File: src/rtl/mdu_pkg.sv
// mdu_pkg: shared op codes, FSM encoding and iteration count for the
// multiply/divide sequencer.
package mdu_pkg;
  localparam logic [1:0] MDU_MULT  = 2'b00;
  localparam logic [1:0] MDU_MULTU = 2'b01;
  localparam logic [1:0] MDU_DIV   = 2'b10;
  localparam logic [1:0] MDU_DIVU  = 2'b11;
  localparam int ITER = 32;
  typedef enum logic [1:0] {IDLE, CALC, FIX} state_e;
endpackage

File: src/rtl/mdu_seq_step.sv
// mdu_step: one radix-2 iteration, shift-add multiply or restoring divide
// on unsigned magnitudes.
module mdu_step
  import mdu_pkg::*;
#(
  parameter int WIDTH = 32
) (
  input  logic             div_i,
  input  logic [WIDTH-1:0] acc_i,
  input  logic [WIDTH-1:0] prt_i,
  input  logic [WIDTH-1:0] opd_i,
  output logic [WIDTH-1:0] acc_o,
  output logic [WIDTH-1:0] prt_o
);
  logic [WIDTH:0] add, shl, diff, rem;
  logic ge;
  always_comb begin
    add   = prt_i[0] ? {1'b0, acc_i} + {1'b0, opd_i} : {1'b0, acc_i};
    shl   = {acc_i, prt_i[WIDTH-1]};
    diff  = shl - {1'b0, opd_i};
    // a set top bit in shl already exceeds any divisor; otherwise the borrow decides
    ge    = shl[WIDTH] | ~diff[WIDTH];
    rem   = ge ? diff : shl;
    acc_o = div_i ? rem[WIDTH-1:0] : add[WIDTH:1];
    prt_o = div_i ? {prt_i[WIDTH-2:0], ge} : {add[0], prt_i[WIDTH-1:1]};
  end
endmodule

File: src/rtl/mdu_seq.sv
// mdu_seq: iterative MULT/MULTU/DIV/DIVU sequencer owning the HI/LO registers;
// 32 magnitude iterations followed by one sign-correction cycle.
module mdu_seq
  import mdu_pkg::*;
#(
  parameter int WIDTH = 32,
  parameter int CNT_W = 5
) (
  input  logic             clk,
  input  logic             clrn,
  input  logic             start,
  input  logic [1:0]       op,
  input  logic [WIDTH-1:0] dataa,
  input  logic [WIDTH-1:0] datab,
  input  logic             cancel,
  input  logic             hi_we,
  input  logic             lo_we,
  input  logic [WIDTH-1:0] wdata,
  output logic             busy,
  output logic             done,
  output logic             divzero,
  output logic [WIDTH-1:0] hi,
  output logic [WIDTH-1:0] lo
);
  state_e state_q, state_d;
  logic [CNT_W-1:0] cnt_q, cnt_d;
  logic div_q, div_d, sa_q, sa_d, sb_q, sb_d, dz_q, dz_d;
  logic done_q, done_d, divzero_q, divzero_d;
  logic [WIDTH-1:0] a_q, a_d, opd_q, opd_d, acc_q, acc_d, prt_q, prt_d;
  logic [WIDTH-1:0] hi_q, hi_d, lo_q, lo_d;
  logic [WIDTH-1:0] acc_n, prt_n, mag_a, mag_b, quo, rem;
  logic [2*WIDTH-1:0] prod;
  logic sgn, op_div;

  mdu_step #(.WIDTH(WIDTH)) u_step (
    .div_i(div_q),
    .acc_i(acc_q),
    .prt_i(prt_q),
    .opd_i(opd_q),
    .acc_o(acc_n),
    .prt_o(prt_n)
  );

  always_comb begin
    sgn       = (op == MDU_MULT) || (op == MDU_DIV);
    op_div    = (op == MDU_DIV) || (op == MDU_DIVU);
    mag_a     = (sgn && dataa[WIDTH-1]) ? -dataa : dataa;
    mag_b     = (sgn && datab[WIDTH-1]) ? -datab : datab;
    prod      = (sa_q ^ sb_q) ? -{acc_q, prt_q} : {acc_q, prt_q};
    quo       = (sa_q ^ sb_q) ? -prt_q : prt_q;
    rem       = sa_q ? -acc_q : acc_q;
    state_d   = state_q;
    cnt_d     = cnt_q;
    div_d     = div_q;
    sa_d      = sa_q;
    sb_d      = sb_q;
    dz_d      = dz_q;
    a_d       = a_q;
    opd_d     = opd_q;
    acc_d     = acc_q;
    prt_d     = prt_q;
    hi_d      = hi_q;
    lo_d      = lo_q;
    done_d    = 1'b0;
    divzero_d = divzero_q;
    case (state_q)
      IDLE: begin
        if (start && !cancel) begin
          state_d = CALC;
          cnt_d   = '0;
          div_d   = op_div;
          sa_d    = sgn & dataa[WIDTH-1];
          sb_d    = sgn & datab[WIDTH-1];
          dz_d    = op_div && (datab == '0);
          a_d     = dataa;
          opd_d   = op_div ? mag_b : mag_a;
          prt_d   = op_div ? mag_a : mag_b;
          acc_d   = '0;
        end else if (!start) begin
          hi_d = hi_we ? wdata : hi_q;
          lo_d = lo_we ? wdata : lo_q;
        end
      end
      CALC: begin
        state_d = cancel ? IDLE : (cnt_q == CNT_W'(ITER - 1)) ? FIX : CALC;
        cnt_d   = cancel ? '0 : cnt_q + 1'b1;
        acc_d   = acc_n;
        prt_d   = prt_n;
      end
      FIX: begin
        state_d = IDLE;
        if (!cancel) begin
          // divide by zero returns all-ones quotient and the untouched dividend
          hi_d      = div_q ? (dz_q ? a_q : rem) : prod[2*WIDTH-1:WIDTH];
          lo_d      = div_q ? (dz_q ? '1 : quo) : prod[WIDTH-1:0];
          divzero_d = dz_q;
          done_d    = 1'b1;
        end
      end
      default: state_d = IDLE;
    endcase
  end

  always_ff @(posedge clk or negedge clrn) begin
    if (!clrn) begin
      state_q   <= IDLE;
      cnt_q     <= '0;
      div_q     <= 1'b0;
      sa_q      <= 1'b0;
      sb_q      <= 1'b0;
      dz_q      <= 1'b0;
      a_q       <= '0;
      opd_q     <= '0;
      acc_q     <= '0;
      prt_q     <= '0;
      hi_q      <= '0;
      lo_q      <= '0;
      done_q    <= 1'b0;
      divzero_q <= 1'b0;
    end else begin
      state_q   <= state_d;
      cnt_q     <= cnt_d;
      div_q     <= div_d;
      sa_q      <= sa_d;
      sb_q      <= sb_d;
      dz_q      <= dz_d;
      a_q       <= a_d;
      opd_q     <= opd_d;
      acc_q     <= acc_d;
      prt_q     <= prt_d;
      hi_q      <= hi_d;
      lo_q      <= lo_d;
      done_q    <= done_d;
      divzero_q <= divzero_d;
    end
  end

  assign busy    = (state_q != IDLE);
  assign done    = done_q;
  assign divzero = divzero_q;
  assign hi      = hi_q;
  assign lo      = lo_q;
endmodule

File: config.mk
export PLATFORM = sky130hd
export DESIGN_NAME = mdu_seq
export DESIGN_NICKNAME = d
export VERILOG_FILES = /design/src/rtl/mdu_pkg.sv /design/src/rtl/mdu_seq_step.sv /design/src/rtl/mdu_seq.sv
export SDC_FILE = /design/constraint.sdc
export NUM_CORES = 1
export LEC_CHECK = 0
export CORE_UTILIZATION = 25
export DETAILED_ROUTE_END_ITERATION = 10
export PLACE_DENSITY = 0.53
export SETUP_SLACK_MARGIN = 0.05
export SYNTH_ARGS = -nofsm -noshare
export SYNTH_HDL_FRONTEND = slang
export SYNTH_SLANG_ARGS = --single-unit
File: constraint.sdc
create_clock -name clk -period 4.45 [get_ports clk]
set_input_delay 0.6675 -clock clk [delete_from_list [all_inputs] [get_ports clk]]
set_output_delay 0.6675 -clock clk [all_outputs]
set_load 0.02 [all_outputs]
==> reports/results.tsv <==
stage	metric	value	unit
logic_synthesis	Seq cells post-synth	205	
cells_and_area	most common cell after layout, fill and taps aside	nand2_1	
worst_setup_path	arrival time at the worst endpoint	4.37	ns
global_routing	initial antenna violation count	0	
floorplan	Initial Util	0.2545	
place	HPWL after detailed placement	59260	um
pwr	Int Pwr	6.817	mW
floorplan	core area	0.06919	mm^2
route	Avg WL per Cell	22.97	um
logic_synthesis	syn nets	2475	
logic_synthesis	number of synthesized flops with an enable pin	0	
timing	max-slew violation count	0	
worst_setup_path	CP Launch Type	flop	
route	post-route ant nets	0	
cts	post-CTS setup buffers	0	
place	Port-buffer cells	170	
logic_synthesis	Synth top area share	0.2914	
timing	RSZ-0062 raised after global routing	false	
route	routed via count	18200	
global_routing	largest net degree at the start of global routing	113	
cells_and_area	commonest cells after routing, fill and taps aside	nand2_1, dfrtp_1, o21ai_0	
pwr	PwrDens	627.8	mW/mm^2
worst_setup_path	CP Capture Type	flop	
logic_synthesis	largest cells by area after synthesis	dfrtp_1, nand2_1, o21ai_0	
timing	relative slew slack	0.1605	
cts	total CTS buffers	27	
pwr	P_sw	6.544	mW
pwr	leakage power total	8.712	nW
global_routing	first-pass GRT wire length	113000	um
global_routing	GRT Total Usage	0.2098	
worst_setup_path	flop2flop setup slack	0.53	ns
timing	fmax	254.9	MHz
cts	# resized after CTS	0	
route	Initial DRC Count	1749	
logic_synthesis	FFs w/ async S/R, synth	1.000	
worst_setup_path	FF-to-FF path depth	12	
place	Placer Congestion	0.9891	
cells_and_area	ANT cells	0	
route	DRC viols	0	
logic_synthesis	YS warnings	0	
cts	CTS Buffer Depth	3	
global_routing	grt ovf	0	
cells_and_area	final net count	2559	
cells_and_area	proportion of layout cells with a drive suffix above 1	0.06658	
route	DRT Wirelength	76570	um
floorplan	Core Rows	96	
cts	Sink Count	205	
logic_synthesis	Cell Area, Synth	0.01761	mm^2
timing	final worst slack	0.5272	ns
cts	Root Driver	clkbuf_16	
pwr	Comb power frac	0.599	
pwr	maximum VDD drop	0.0002827	V
worst_setup_path	required time of the critical path	4.90	ns
cts	Post-CTS Hold Buffers	0	
floorplan	die extent in y	267.4	um
route	Pre-Repair DR Iteration Count	5	
logic_synthesis	Mapped Cells	2299	
pwr	Reg power frac	0.231	
worst_setup_path	critical-path maximum fanout	13	
timing	Final setup violation count	0	
floorplan	I/O pins	171	
timing	final period utilization	0.8815	
place	Place WS	0.4999	ns
cts	clk_lat worst skew	0.57	ns
cts	htree depth	1	
timing	Setup Skew	0.02150	ns
floorplan	die area	0.07149	mm^2
logic_synthesis	mean post-synth cell area	7.658	um^2
pwr	Clk pwr share	0.170	
flow_run	Max-cap violations	0	
worst_setup_path	Reg2Reg Capture Point	acc_q[30]	
logic_synthesis	Yosys cell types	78	
timing	Hold Violations, Final	0	
worst_setup_path	worst setup path class	reg -> reg	
outcome	status	finished clean	
logic_synthesis	ys flop type	dfrtp_1	
logic_synthesis	Yosys top cell by area	dfrtp_1	
cts	CTS tree	done	
worst_setup_path	reg2reg start	opd_q[25]	
route	Via density	5.459	
cts	clock transition at the registers of the reported paths	0.06	ns
timing	Slew @ Worst Pin	1.228	ns
cells_and_area	final core utilization	0.3076	
cells_and_area	Syn-to-layout area delta	20.89	%
floorplan	Horiz. Die Dim	267.4	um
logic_synthesis	Seq/Total Area, Yosys	0.2914	
timing	fin crit period	3.923	ns
min_path	Hold Crit Class	in -> async	
global_routing	vias in the first global route	17640	
timing	setup TNS	0	ns
pwr	Sw Share	0.4898	
timing	Min Hold Slack	0.04131	ns
==> per-stage QoR <==
step	power, mW	instances	cell area (um^2)
floorplan	8.127	2299	17610
global placement	10.84	3285	20380
detailed placement	10.92	3285	20380
CTS	13.24	3334	21280
global route	14.17	3334	21280
finish	13.36	3334	21280
==> critical path, stage by stage, from the launching register on <==
cell	delay, ns
dfrtp_1	0.44
inv_1	0.16
ha_1	0.42
a21oi_1	0.20
o21bai_1	0.08
a21oi_1	0.26
nor2_1	0.08
a2111oi_0	1.05
nand2_1	0.17
buf_4	0.25
o311ai_0	0.29
a2111oi_0	0.12
a32o_1	0.28
==> metal layers <==
metal / global-route usage / share of wire
met1: 0.2798 / 0.43
met5: 0 / 0
met4: 0.07052 / 0.036
met2: 0.3247 / 0.44
met3: 0.05655 / 0.093
==> flip-flops by register name (all words and copies together), names as in the netlist <==
register  cells
a_q          32
acc_q        32
cnt_q         5
div_q         1
divzero       1
done          1
dz_q          1
hi           32
lo           32
opd_q        32
prt_q        32
sa_q          1
sb_q          1
state_q       2
==> worst max-delay path by stage <==
stage / startpoint / endpoint / slack (ns) / cells after the start
final: opd_q[25] / acc_q[30] / 0.53 / 12
after global routing: opd_q[25] / acc_q[30] / 0.33 / 12
after CTS: opd_q[25] / acc_q[30] / 0.62 / 12
after detailed placement: datab[12] / prt_q[30] / 0.50 / 10
after global placement: datab[12] / prt_q[30] / 0.48 / 10
after floorplan: datab[12] / prt_q[30] / 1.25 / 9
==> layout make-up <==
cell class              count  area (um^2)
fillers                  7463        47900
multi-input cells        1841        11560
flip-flops and latches    205         5135
repair buffers            234         2243
well taps                 931         1165
clock buffers              35        765.7
inverters                  74        277.8
clock inverters            14        136.4
==> Yosys cell counts, types with 5 or more instances <==
library cell  instances
nand2b_1             24
xnor2_1              98
or4_1                12
and2_1               12
o21ai_0             190
a211o_1               5
o21ai_1               5
nand3_1              49
o221ai_1             16
or3_1                34
o22ai_1              37
inv_1                73
nand4_1              11
ha_1                 70
a2111oi_0             9
buf_1                18
xor2_1               92
and3_1               19
a221oi_1              8
nor4_1               14
clkbuf_1            157
a311oi_1              5
o31ai_1              26
o21a_1               12
o21bai_1              9
a21boi_0              5
a41oi_1               5
a22o_1               15
o41ai_1              11
a31oi_1              33
o211ai_1             33
dfrtp_1             205
or2_2                 9
a22oi_1               6
mux2_2                8
nor2b_1              25
a21oi_1             188
nor3b_1               5
nor2_1              165
mux2i_1              55
nand2_1             330
a21o_1               28
nor3_1               48
a211oi_1             53
==> power groups by stage <==
stage | combinational [mW] | clock (mW) | sequential [mW]
finish | 8.00 | 2.27 | 3.09
global route | 8.65 | 2.38 | 3.14
CTS | 7.86 | 2.31 | 3.07
detailed placement | 7.82 | 0 | 3.09
global placement | 7.76 | 0 | 3.09
floorplan | 5.26 | 0 | 2.87
==> logic make-up (layout without fill, tap and decap cells) <==
logic type	Yosys count	count (layout)	synth area share
flops	205	205	0.2914
mux	63	63	0.03639
simple gates	780	780	0.2052
fa+ha+maj	72	72	0.05202
compound gates	736	736	0.2656
buf+inv	253	357	0.05494
xor+xnor	190	190	0.09452
(Power assumes the default switching activity.)
